$ cat src/rtl/query_loader.sv
// rtl/query_loader.sv - serial query frame parser that launches a k-NN search
module query_loader #(
  parameter int DIM     = 8,
  parameter int MAX_K   = 5,
  parameter int TIMEOUT = 1000000
) (
  input  logic        clk_in,
  input  logic        rst_in,
  input  logic [7:0]  byte_in,
  input  logic        byte_valid_in,
  input  logic        search_ready_in,
  output logic [31:0] vertex_id_out,
  output logic [31:0] query_out [DIM],
  output logic [15:0] k_out,
  output logic        valid_out,
  output logic        busy_out,
  output logic        error_out,
  output logic [2:0]  state_out
);

  localparam int QBYTES = DIM * 4;
  localparam int CW     = $clog2(QBYTES + 1);
  localparam int GW     = $clog2(TIMEOUT + 1);
  localparam int EW     = (DIM > 1) ? $clog2(DIM) : 1;

  typedef enum logic [2:0] {
    IDLE   = 3'd0,
    HDR    = 3'd1,
    QUERY  = 3'd2,
    CHECK  = 3'd3,
    LAUNCH = 3'd4
  } state_t;

  state_t        state;
  logic [CW-1:0] cnt;
  logic [GW-1:0] gap;
  // Little-endian header: vertex id in [31:0], k in [47:32] once all 6 bytes are in.
  logic [47:0]   hdr_stage;
  logic [31:0]   q_stage [DIM];
  logic [EW-1:0] elem_idx;
  logic          gap_expired;
  logic [15:0]   k_stage;

  assign elem_idx    = EW'(cnt >> 2);
  assign gap_expired = (gap == GW'(TIMEOUT - 1));
  assign k_stage     = hdr_stage[47:32];
  assign busy_out    = (state != IDLE);
  assign state_out   = state;

  // Frame parser FSM; staging registers stay separate from the held launch outputs.
  always_ff @(posedge clk_in) begin
    if (rst_in) begin
      state         <= IDLE;
      cnt           <= '0;
      gap           <= '0;
      hdr_stage     <= '0;
      vertex_id_out <= '0;
      k_out         <= '0;
      valid_out     <= 1'b0;
      error_out     <= 1'b0;
      for (int i = 0; i < DIM; i++) begin
        q_stage[i]   <= '0;
        query_out[i] <= '0;
      end
    end else begin
      valid_out <= 1'b0;
      error_out <= 1'b0;
      case (state)
        IDLE: begin
          cnt <= '0;
          gap <= '0;
          if (byte_valid_in && (byte_in == 8'hA5)) begin
            state <= HDR;
          end
        end
        HDR: begin
          if (byte_valid_in) begin
            gap       <= '0;
            hdr_stage <= {byte_in, hdr_stage[47:8]};
            if (cnt == CW'(5)) begin
              cnt   <= '0;
              state <= QUERY;
            end else begin
              cnt <= cnt + CW'(1);
            end
          end else if (gap_expired) begin
            error_out <= 1'b1;
            gap       <= '0;
            cnt       <= '0;
            state     <= IDLE;
          end else begin
            gap <= gap + GW'(1);
          end
        end
        QUERY: begin
          if (byte_valid_in) begin
            gap <= '0;
            q_stage[elem_idx][{cnt[1:0], 3'b000} +: 8] <= byte_in;
            if (cnt == CW'(QBYTES - 1)) begin
              cnt   <= '0;
              state <= CHECK;
            end else begin
              cnt <= cnt + CW'(1);
            end
          end else if (gap_expired) begin
            error_out <= 1'b1;
            gap       <= '0;
            cnt       <= '0;
            state     <= IDLE;
          end else begin
            gap <= gap + GW'(1);
          end
        end
        CHECK: begin
          if ((k_stage == 16'd0) || (k_stage > 16'(MAX_K))) begin
            error_out <= 1'b1;
            state     <= IDLE;
          end else begin
            state <= LAUNCH;
          end
        end
        LAUNCH: begin
          if (search_ready_in) begin
            valid_out     <= 1'b1;
            vertex_id_out <= hdr_stage[31:0];
            k_out         <= k_stage;
            for (int i = 0; i < DIM; i++) begin
              query_out[i] <= q_stage[i];
            end
            state <= IDLE;
          end
        end
        default: state <= IDLE;
      endcase
    end
  end

endmodule

$ cat config.mk
export PLATFORM = sky130hd
export DESIGN_NAME = query_loader
export DESIGN_NICKNAME = d
export VERILOG_FILES = /design/src/rtl/query_loader.sv
export SDC_FILE = /design/constraint.sdc
export NUM_CORES = 1
export LEC_CHECK = 0
export ABC_AREA = 1
export BUFFER_PORTS_ARGS = -buffer_cell sky130_fd_sc_hd__buf_2
export CAP_MARGIN = 20
export CORE_ASPECT_RATIO = 1.4
export CORE_UTILIZATION = 54
export DETAILED_ROUTE_END_ITERATION = 10
export GPL_TIMING_DRIVEN = 1
export PLACE_DENSITY = 0.76
export SLEW_MARGIN = 20
export SYNTH_ARGS = -nofsm -noshare
export SYNTH_HDL_FRONTEND = slang
export SYNTH_SLANG_ARGS = --single-unit
$ cat constraint.sdc
create_clock -name clk_in -period 2.9 [get_ports clk_in]
set_input_delay 0.435 -clock clk_in [delete_from_list [all_inputs] [get_ports clk_in]]
set_output_delay 0.435 -clock clk_in [all_outputs]
set_load 0.05 [all_outputs]
## Word-level counts from Yosys, hierarchy flattened

Memories as Yosys holds them, arrays and structs flattened. A register that Yosys moved wholly into a read port is not among the register bits.
Cells that the tools add are included.

| operators by class | value |
|---|---|
| reductions and logical operators | 13 |
| order comparisons | 1 |
| eq/ne operators | 12 |
| bitwise logic cells | 1 |
| add/subtract/negate cells | 3 |
| multiplexer cells | 32 |
| shifts and indexed selects | 2 |

Operators by type and width:

| cell | number |
|---|---|
| $mux W32 | 3 |
| $mux W20 | 2 |
| $pmux W20 S2 | 1 |
| $reduce_or A32 Y1 | 1 |
| $shift A8 B7 Y32 const A | 1 |
| $shiftx A8 B7 Y32 | 1 |
| $mux W6 | 5 |
| $mux W3 | 9 |
| $add A20 B1 Y20 const B | 1 |
| $eq A20 B20 Y1 const B | 1 |
| $pmux W6 S3 | 1 |
| $gt A16 B3 Y1 const B | 1 |
| $logic_not A16 Y1 | 1 |
| $pmux W3 S5 | 1 |
| $mux W1 | 9 |
| $eq A8 B8 Y1 const B | 1 |
| $neg A5 Y7 | 1 |
| $add A6 B1 Y6 const B | 1 |
| $eq A3 B2 Y1 const B | 2 |
| $eq A6 B3 Y1 const B | 1 |
| $eq A6 B5 Y1 const B | 1 |
| $ne A3 B3 Y1 const B | 2 |
| $reduce_bool A3 Y1 | 2 |
| $ne A2 B2 Y1 const B | 2 |
| 11 further kinds | 13 |

| word-level totals | value |
|---|---|
| logic and storage cells | 73 |
| bits in writable memories | 256 |
| memories | 1 |
| bits in registers | 127 |
| input port bits | 12 |
| output and inout bits | 310 |

Memories:

| memory | words | bits a word | rd ports | clocked after Yosys merged registers in | wr ports | RTL line | text |
|---|---|---|---|---|---|---|---|
| q_stage | 8 | 32 | 8 | 8 | 8 | 39 | `logic [31:0] q_stage [DIM];` |

## Longest topological paths before layout

Gate-level depths: netlist (run 1).

| depth | value |
|---|---|
| depth after elaboration | 6 |
| mapped depth | 11 |
| mapped depth without buffers | 10 |

## Worst setup path before layout (run 1)

OpenSTA, ideal clock, no wires.

| path | value |
|---|---|
| path type | reg2reg |
| start point | reg state[2] (netlist: state_out[2]) |
| end point | mem q_stage[3][0] (enable) |
| path slack | 710 ps |
| period minus slack after synthesis | 2190 ps |
| buffers on the path | 1 |
| library setup time | 329 ps |
| required time | 2571 ps |
| arrival | 1861 ps |
| cell stages (with the launch flop) | 7 |
| cell sequence | dfxtp_1 clkbuf_2 nor2_1 nand4_1 nor2_2 nand2_2 nand2_1 |

RTL lines:

| what | RTL line | text |
|---|---|---|
| start: declaration | 34 | `state_t state;` |
| start signal: assignment | 53 | `state <= IDLE;` |
| start signal: assignment | 73 | `state <= HDR;` |
| start signal: assignment | 82 | `state <= QUERY;` |
| end: declaration | 39 |  |

==> results of run 1 <==
[registers in the layout, indices dropped and copies added, names as in the netlist, 3 cells and up]
| name | cells |
|---|---|
| gap | 20 |
| query_out | 256 |
| q_stage | 256 |
| vertex_id_out | 32 |
| hdr_stage | 48 |
| k_out | 16 |
| state_out | 3 |
| cnt | 6 |
[power by group]
group | leakage (nW) | total, mW | internal, mW | switching (mW)
registers | 5.75 | 10.9 | 10.3 | 0.607
logic | 4.23 | 6.05 | 1.25 | 4.80
clock network | 0.875 | 7.24 | 3.92 | 3.32
[cell type report]
class | instances | area [um^2] | area share (%)
Sequential cell | 639 | 15350 | 55.82
Multi-Input combinational cell | 1339 | 6290 | 22.87
Timing Repair Buffer | 371 | 2032 | 7.387
Clock buffer | 83 | 1625 | 5.909
Inverter | 360 | 1359 | 4.940
Tap cell | 552 | 690.7 | 2.511
Clock inverter | 22 | 156.4 | 0.5686
[placed cells by master, fill, tap and decap left out, types with 2 or more instances in the layout]
| cell type | instances |
|---|---|
| sky130_fd_sc_hd__ha_1 | 7 |
| sky130_fd_sc_hd__clkbuf_1 | 15 |
| sky130_fd_sc_hd__nor3_1 | 10 |
| sky130_fd_sc_hd__clkbuf_8 | 10 |
| sky130_fd_sc_hd__o21ai_0 | 361 |
| sky130_fd_sc_hd__xnor2_1 | 3 |
| sky130_fd_sc_hd__inv_1 | 358 |
| sky130_fd_sc_hd__inv_6 | 4 |
| sky130_fd_sc_hd__buf_2 | 321 |
| sky130_fd_sc_hd__clkbuf_16 | 57 |
| sky130_fd_sc_hd__edfxtp_1 | 256 |
| sky130_fd_sc_hd__nand3_1 | 42 |
| sky130_fd_sc_hd__o21bai_1 | 2 |
| sky130_fd_sc_hd__nand4_1 | 15 |
| sky130_fd_sc_hd__xor2_1 | 8 |
| sky130_fd_sc_hd__clkinvlp_4 | 4 |
| sky130_fd_sc_hd__nor2_2 | 5 |
| sky130_fd_sc_hd__buf_4 | 46 |
| sky130_fd_sc_hd__nor2_1 | 391 |
| sky130_fd_sc_hd__buf_12 | 4 |
| sky130_fd_sc_hd__nand2_2 | 32 |
| sky130_fd_sc_hd__clkinv_2 | 9 |
| sky130_fd_sc_hd__nand2_1 | 114 |
| sky130_fd_sc_hd__dfxtp_1 | 383 |
| sky130_fd_sc_hd__a21oi_1 | 337 |
| sky130_fd_sc_hd__clkinv_4 | 3 |
| sky130_fd_sc_hd__nor2_4 | 3 |
[cells by family after synthesis]
| logic type | share of synthesized area [%] |
|---|---|
| AOI/OAI and AO/OA | 15.14 |
| DFF | 65.36 |
| and+or+nand+nor | 10.73 |
| buffers and inverters | 7.957 |
| xor gates and xnor gates | 0.4101 |
| adders and majority gates | 0.3728 |
| muxes | 0.04261 |
[per-stage QoR]
step / worst slack [ns] / instances
after global placement: 0.4330 / 3261
after detailed placement: 0.3658 / 3261
after global routing: 0.08676 / 3366
after floorplan: 0.7100 / 2468
final: 0.3056 / 3366
after CTS: 0.3745 / 3366
[critical path: stages (launching register included)]
cell                       delay [ns]
sky130_fd_sc_hd__dfxtp_1         0.43
sky130_fd_sc_hd__inv_1           0.14
sky130_fd_sc_hd__ha_1            0.50
sky130_fd_sc_hd__clkinv_1        0.29
sky130_fd_sc_hd__nor2_1          0.40
sky130_fd_sc_hd__nand2_1         0.44
sky130_fd_sc_hd__nor2_1          0.24
[path summary, 6_finish.rpt]
check                         start           endpoint  slack (ns)  cells past startpoint
setup / recovery             cnt[1]     q_stage[7][19]        0.31                      6
hold / removal               rst_in            gap[18]        0.18                      2
setup reg to reg             cnt[1]     q_stage[7][19]        0.31                      6
hold reg to reg   vertex_id_out[12]  vertex_id_out[12]        0.44                      2
[metal layers]
| layer | wire (um) | share of wire [%] | vias to the layer above | GRT usage [%] |
|---|---|---|---|---|
| met5 | 0 | 0 | - | 0 |
| met2 | 34650 | 49 | 890 | 52.84 |
| li1 | - | - | 8683 | - |
| met4 | 5017 | 7.1 | 0 | 20.36 |
| met1 | 25070 | 36 | 8865 | 36.44 |
| met3 | 5611 | 8.0 | 212 | 5.495 |
==> flow_summary_export.csv, run 1 <==
group,metric,value,unit
status,run_status,"complete, no violations",
clocking,cts_tree,"done",
timing,rsz0062_at_grt,"no",
setup_path,timing.critical_path.from_type,"flop",
drt,initialDrtViolationCount,2030,
pwr,static-leakage-power,10.85,nW
grt,antenna_found_initial,0,
final_layout,layout.core_utilization,63.95,%
drt,drc,0,
final_layout,layout.filler_cells,3484,
drt,detail_route.wl_per_cell,20.90,um
worst_hold_path,worst_hold_path_type,"in -> reg",
drt,totalWireLength,70.35,mm
clocking,cts_sinks,639,
grt,grt_use_total,31.37,%
drt,total_via_count_after_detailed_routing,18650,
die,dieArea,44360,um^2
timing,clock_skew,0.02412,ns
timing,hold_ws,0.1754,ns
timing,final_max_slew_viol_count,0,
drt,route.detailed.vias_per_inst,5.541,
grt,grt_pass1_wl,103.9,mm
timing,timing.slew.headroom,37.63,%
setup_path,critPathKind,"reg -> reg",
synthesis,ys_seq_area_share,65.36,%
clocking,holdBufCountCts,0,
clocking,clk_pin_slew_worst_paths,0.07,ns
die,die_h,248.8,um
synthesis,synthArstFlopShare,0,%
synthesis,top_cells_by_area_synth,"sky130_fd_sc_hd__edfxtp_1 (33%), sky130_fd_sc_hd__dfxtp_1 (33%), sky130_fd_sc_hd__o21ai_0 (7.7%)",
setup_path,crit_fanout,11,
clocking,cts-buffers-inserted,56,
synthesis,synthesis.area,23490,um^2
pwr,post-layout-total-power,24.18,mW
timing,setup_viol,0,
synthesis,postSynthNetCount,2487,
placed_design,hpwl,49.81,mm
die,placementRows,90,
synthesis,synth-main-ff-cell,"sky130_fd_sc_hd__dfxtp_1",
die,initial_core_util,54.62,%
synthesis,synthCells,2468,
clocking,cts_repair_resized_insts,0,
clocking,cts_h_tree_lvls,2,
final_layout,layout.cell_area.non_filler,27510,um^2
final_layout,antenna_cells,0,
final_layout,final_net_count,2786,
timing,period_minus_slack,2.594,ns
die,number_of_i_o_pins,322,
pwr,ir_worst_vdd,0.0007518,V
drt,drt_pass1_iterations,6,
clocking,cts_buffer_depth,3,
drt,detail-route-antenna-nets,0,
synthesis,post_synthesis_mean_instance_area,9.519,um^2
clocking,worstSkewPairLatency,0.60,ns
placed_design,finalWeightedCongestion,0.9841,
synthesis,most_frequent_cell_after_synthesis,"sky130_fd_sc_hd__nor2_1",
synthesis,synth_top_area_share,32.72,%
synthesis,netlist.top_cell.by_area,"sky130_fd_sc_hd__edfxtp_1",
clocking,post-cts-setup-buffers,0,
pwr,power_per_cell_area,879.1,nW/um^2
setup_path,worst_path_required,3.33,ns
timing,totalNegativeSetupSlack,0,ns
setup_path,arrival,3.02,ns
timing,worst_slew_pin_slew,0.9356,ns
synthesis,synth.distinct_cells,33,
final_layout,areaGrowthSynthToFinish,17.08,%
grt,via_count_of_the_first_global_routing_pass,17750,
job,cap_viol_max_count,0,
die,core-area,43020,um^2
synthesis,synth_warnings,0,
synthesis,synth_edf_count,256,
synthesis,synth.ff_latch_count,639,
grt,grt_max_degree,230,
synthesis,top_cell_types_by_occurrence_after_synthesis,"sky130_fd_sc_hd__nor2_1 (392), sky130_fd_sc_hd__dfxtp_1 (383), sky130_fd_sc_hd__o21ai_0 (361)",
placed_design,portBuffers,321,
timing,timing.final.crit_share,89.46,%
placed_design,postPlaceCellArea,25730,um^2
clocking,ctsRootBufferMaster,"sky130_fd_sc_hd__clkbuf_16",
timing,maximum_clock_frequency,0.3854,GHz
timing,timing.final.hold_violations,0,
grt,global_route.overflow_total,0,
final_layout,post_route_cells_drive_above_1_share,17.91,%
die,fp.dieW,178.3,um
setup_path,worst_setup_path_end_kind,"flop",
Power figures use the tool's default switching activity.
==> run 2, diff against run 1 <==
ABC_AREA = 0   (was 1)
==> flow_summary_export.csv, run 2 <==
group,metric,value,unit
setup_path,cpMaxStageDelayCell,"sky130_fd_sc_hd__dfxtp_1",
setup_path,worst_setup_path_end_kind,"flop",
drt,detail_route.wl_per_cell,21.44,um
clocking,worstSkewPairLatency,0.60,ns
synthesis,top_cell_types_by_occurrence_after_synthesis,"sky130_fd_sc_hd__nand2_1 (792), sky130_fd_sc_hd__dfxtp_1 (383), sky130_fd_sc_hd__a21oi_1 (357)",
timing,maximum_clock_frequency,0.3738,GHz
timing,period_minus_slack,2.676,ns
timing,timing.slew.headroom,43.43,%
drt,total_via_count_after_detailed_routing,18680,
die,fp.dieW,176.3,um
synthesis,ys_seq_area_share,66.87,%
synthesis,postSynthNetCount,2408,
final_layout,areaGrowthSynthToFinish,18.47,%
timing,hold_ws,0.2071,ns
grt,grt_max_degree,176,
grt,global_route.overflow_total,0,
timing,totalNegativeSetupSlack,0,ns
drt,totalWireLength,70.28,mm
setup_path,worst_path_dominant_cell_family,"simple AND/OR/NAND/NOR gates",
setup_path,critical_path.cell_chain,"nand4bb_1 -> nor2_1 -> and2_1 -> nand2_1 -> nand2b_1",
placed_design,finalWeightedCongestion,0.9070,
pwr,ir_worst_vdd,0.0005371,V
grt,antenna_found_initial,0,
die,core-area,42090,um^2
setup_path,critPathKind,"reg -> reg",
setup_path,worst_path_required,3.15,ns
die,dieArea,43370,um^2
grt,grt_use_total,32.04,%
synthesis,synth.ff_latch_count,639,
die,initial_core_util,54.55,%
drt,detail-route-antenna-nets,0,
synthesis,synth_warnings,0,
pwr,static-leakage-power,9.928,nW
setup_path,crit_fanout,15,
clocking,ctsRootBufferMaster,"sky130_fd_sc_hd__clkbuf_16",
job,cap_viol_max_count,0,
clocking,cts-buffers-inserted,57,
placed_design,hpwl,48.77,mm
clocking,cts_tree,"done",
timing,timing.final.crit_share,92.26,%
grt,grt_pass1_wl,103.5,mm
synthesis,synth-main-ff-cell,"sky130_fd_sc_hd__dfxtp_1",
clocking,cts_buffer_depth,3,
pwr,power_per_cell_area,650.9,nW/um^2
final_layout,final_net_count,2702,
worst_hold_path,worst_hold_path_type,"in -> reg",
synthesis,synthCells,2389,
setup_path,arrival,2.93,ns
placed_design,portBuffers,321,
status,run_status,"complete, no violations",
synthesis,synthArstFlopShare,0,%
setup_path,crit_path_max_incr_delay,0.69,ns
final_layout,final_common_cell,"sky130_fd_sc_hd__nand2_1",
grt,via_count_of_the_first_global_routing_pass,17740,
timing,setup_viol,0,
clocking,cts_sinks,639,
synthesis,synthesis.area,22960,um^2
synthesis,synth_top_area_share,33.48,%
synthesis,synth_edf_count,256,
die,placementRows,89,
die,number_of_i_o_pins,322,
final_layout,post_route_cells_drive_above_1_share,17.61,%
final_layout,layout.cells.most_common_list,"sky130_fd_sc_hd__nand2_1 (792), sky130_fd_sc_hd__dfxtp_1 (383), sky130_fd_sc_hd__a21oi_1 (357), sky130_fd_sc_hd__buf_2 (320), sky130_fd_sc_hd__nor2_1 (291)",
setup_path,timing.critical_path.from_type,"flop",
drt,drc,0,
synthesis,post_synthesis_mean_instance_area,9.612,um^2
timing,rsz0062_at_grt,"no",
synthesis,synth.distinct_cells,53,
drt,route.detailed.vias_per_inst,5.698,
timing,worst_slew_pin_slew,0.8485,ns
die,die_h,246.0,um
synthesis,netlist.top_cell.by_area,"sky130_fd_sc_hd__edfxtp_1",
final_layout,antenna_cells,0,
final_layout,reg.largest.list,"q_stage (256), query_out (256), hdr_stage (48)",
clocking,clk_pin_slew_worst_paths,0.07,ns
drt,drt_pass1_iterations,6,
synthesis,most_frequent_cell_after_synthesis,"sky130_fd_sc_hd__nand2_1",
clocking,cts_h_tree_lvls,2,
synthesis,top_cells_by_area_synth,"sky130_fd_sc_hd__edfxtp_1 (33%), sky130_fd_sc_hd__dfxtp_1 (33%), sky130_fd_sc_hd__nand2_1 (13%)",
timing,clock_skew,0.01329,ns
timing,final_max_slew_viol_count,0,
timing,timing.final.hold_violations,0,
drt,initialDrtViolationCount,1949,
setup_path,worst-path-buf-inv,0,
[run 2: cell count changes after synthesis, moves of 32 or more]
cell	change
sky130_fd_sc_hd__nand2_1	+678
sky130_fd_sc_hd__inv_1	-351
sky130_fd_sc_hd__nand2_2	-32
sky130_fd_sc_hd__nor2_1	-101
sky130_fd_sc_hd__o21ai_0	-358
sky130_fd_sc_hd__nand2b_1	+34
[run 2: cells by family after synthesis]
| kind of cell | count (synthesis) | share of synthesized area, % |
|---|---|---|
| mux | 3 | 0.1308 |
| compound gates | 385 | 8.751 |
| xor+xnor | 16 | 0.6103 |
| buf+inv | 146 | 2.474 |
| fa+ha+maj | 7 | 0.3814 |
| flops | 639 | 66.87 |
| simple gates | 1193 | 20.79 |
[run 2: final timing paths]
check | start | to | slack (ns) | cells after the start
hold / removal | byte_in[4] | hdr_stage[44] | 0.21 | 3
setup / recovery | state_out[1] | q_stage[7][27] | 0.22 | 5
hold reg to reg | query_out[10] | query_out[10] | 0.45 | 2
setup reg to reg | state_out[1] | q_stage[7][27] | 0.22 | 5
[run 2: tightest hold or removal path, stage by stage]
cell	delay (ns)
sky130_fd_sc_hd__buf_2	0.17
sky130_fd_sc_hd__nand2_1	0.09
sky130_fd_sc_hd__a21oi_1	0.06
[run 2: stage by stage]
stage | instances | instance area (um^2) | setup WS [ns] | utilization, % | total power, mW
after floorplan | 2389 | 22960 | 0.6743 | - | 9.878
after global placement | 3170 | 25240 | 0.3693 | 59.96 | 10.03
after detailed placement | 3170 | 25240 | 0.2336 | 59.96 | 10.03
after CTS | 3278 | 27190 | 0.1812 | 64.61 | 17.74
after global routing | 3278 | 27200 | 0.09762 | 64.63 | 18.12
final | 3278 | 27200 | 0.2245 | 64.63 | 17.71
[run 2: layer usage]
metal / GRT usage (%) / routed length (um)
met5: 0 / 0
met4: 24.09 / 5754
met3: 6.127 / 6080
met2: 53.31 / 34010
met1: 36.46 / 24440
[run 2: area by class of cell]
type                            instances  area [um^2]
Sequential cell                       639        15350
Timing Repair Buffer                  375         2110
Multi-Input combinational cell       1604         7078
Fill cell                            3406        14890
Clock buffer                           73         1620
Clock inverter                         35        336.6
Tap cell                              546        683.2
Inverter                                6        22.52
[run 2: timing repair]
action / in CTS / in global routing
setup buffers: 0 / 0
resized for setup: 0 / 2
setup endpoints to repair: 0 / 42
hold buffers: 0 / 0
[run 2: power breakdown]
part | internal (mW) | leakage [nW] | switching (mW)
Combinational | 0.0364 | 3.41 | 0.224
Clock | 4.49 | 0.974 | 3.38
Sequential | 9.49 | 5.54 | 0.0871
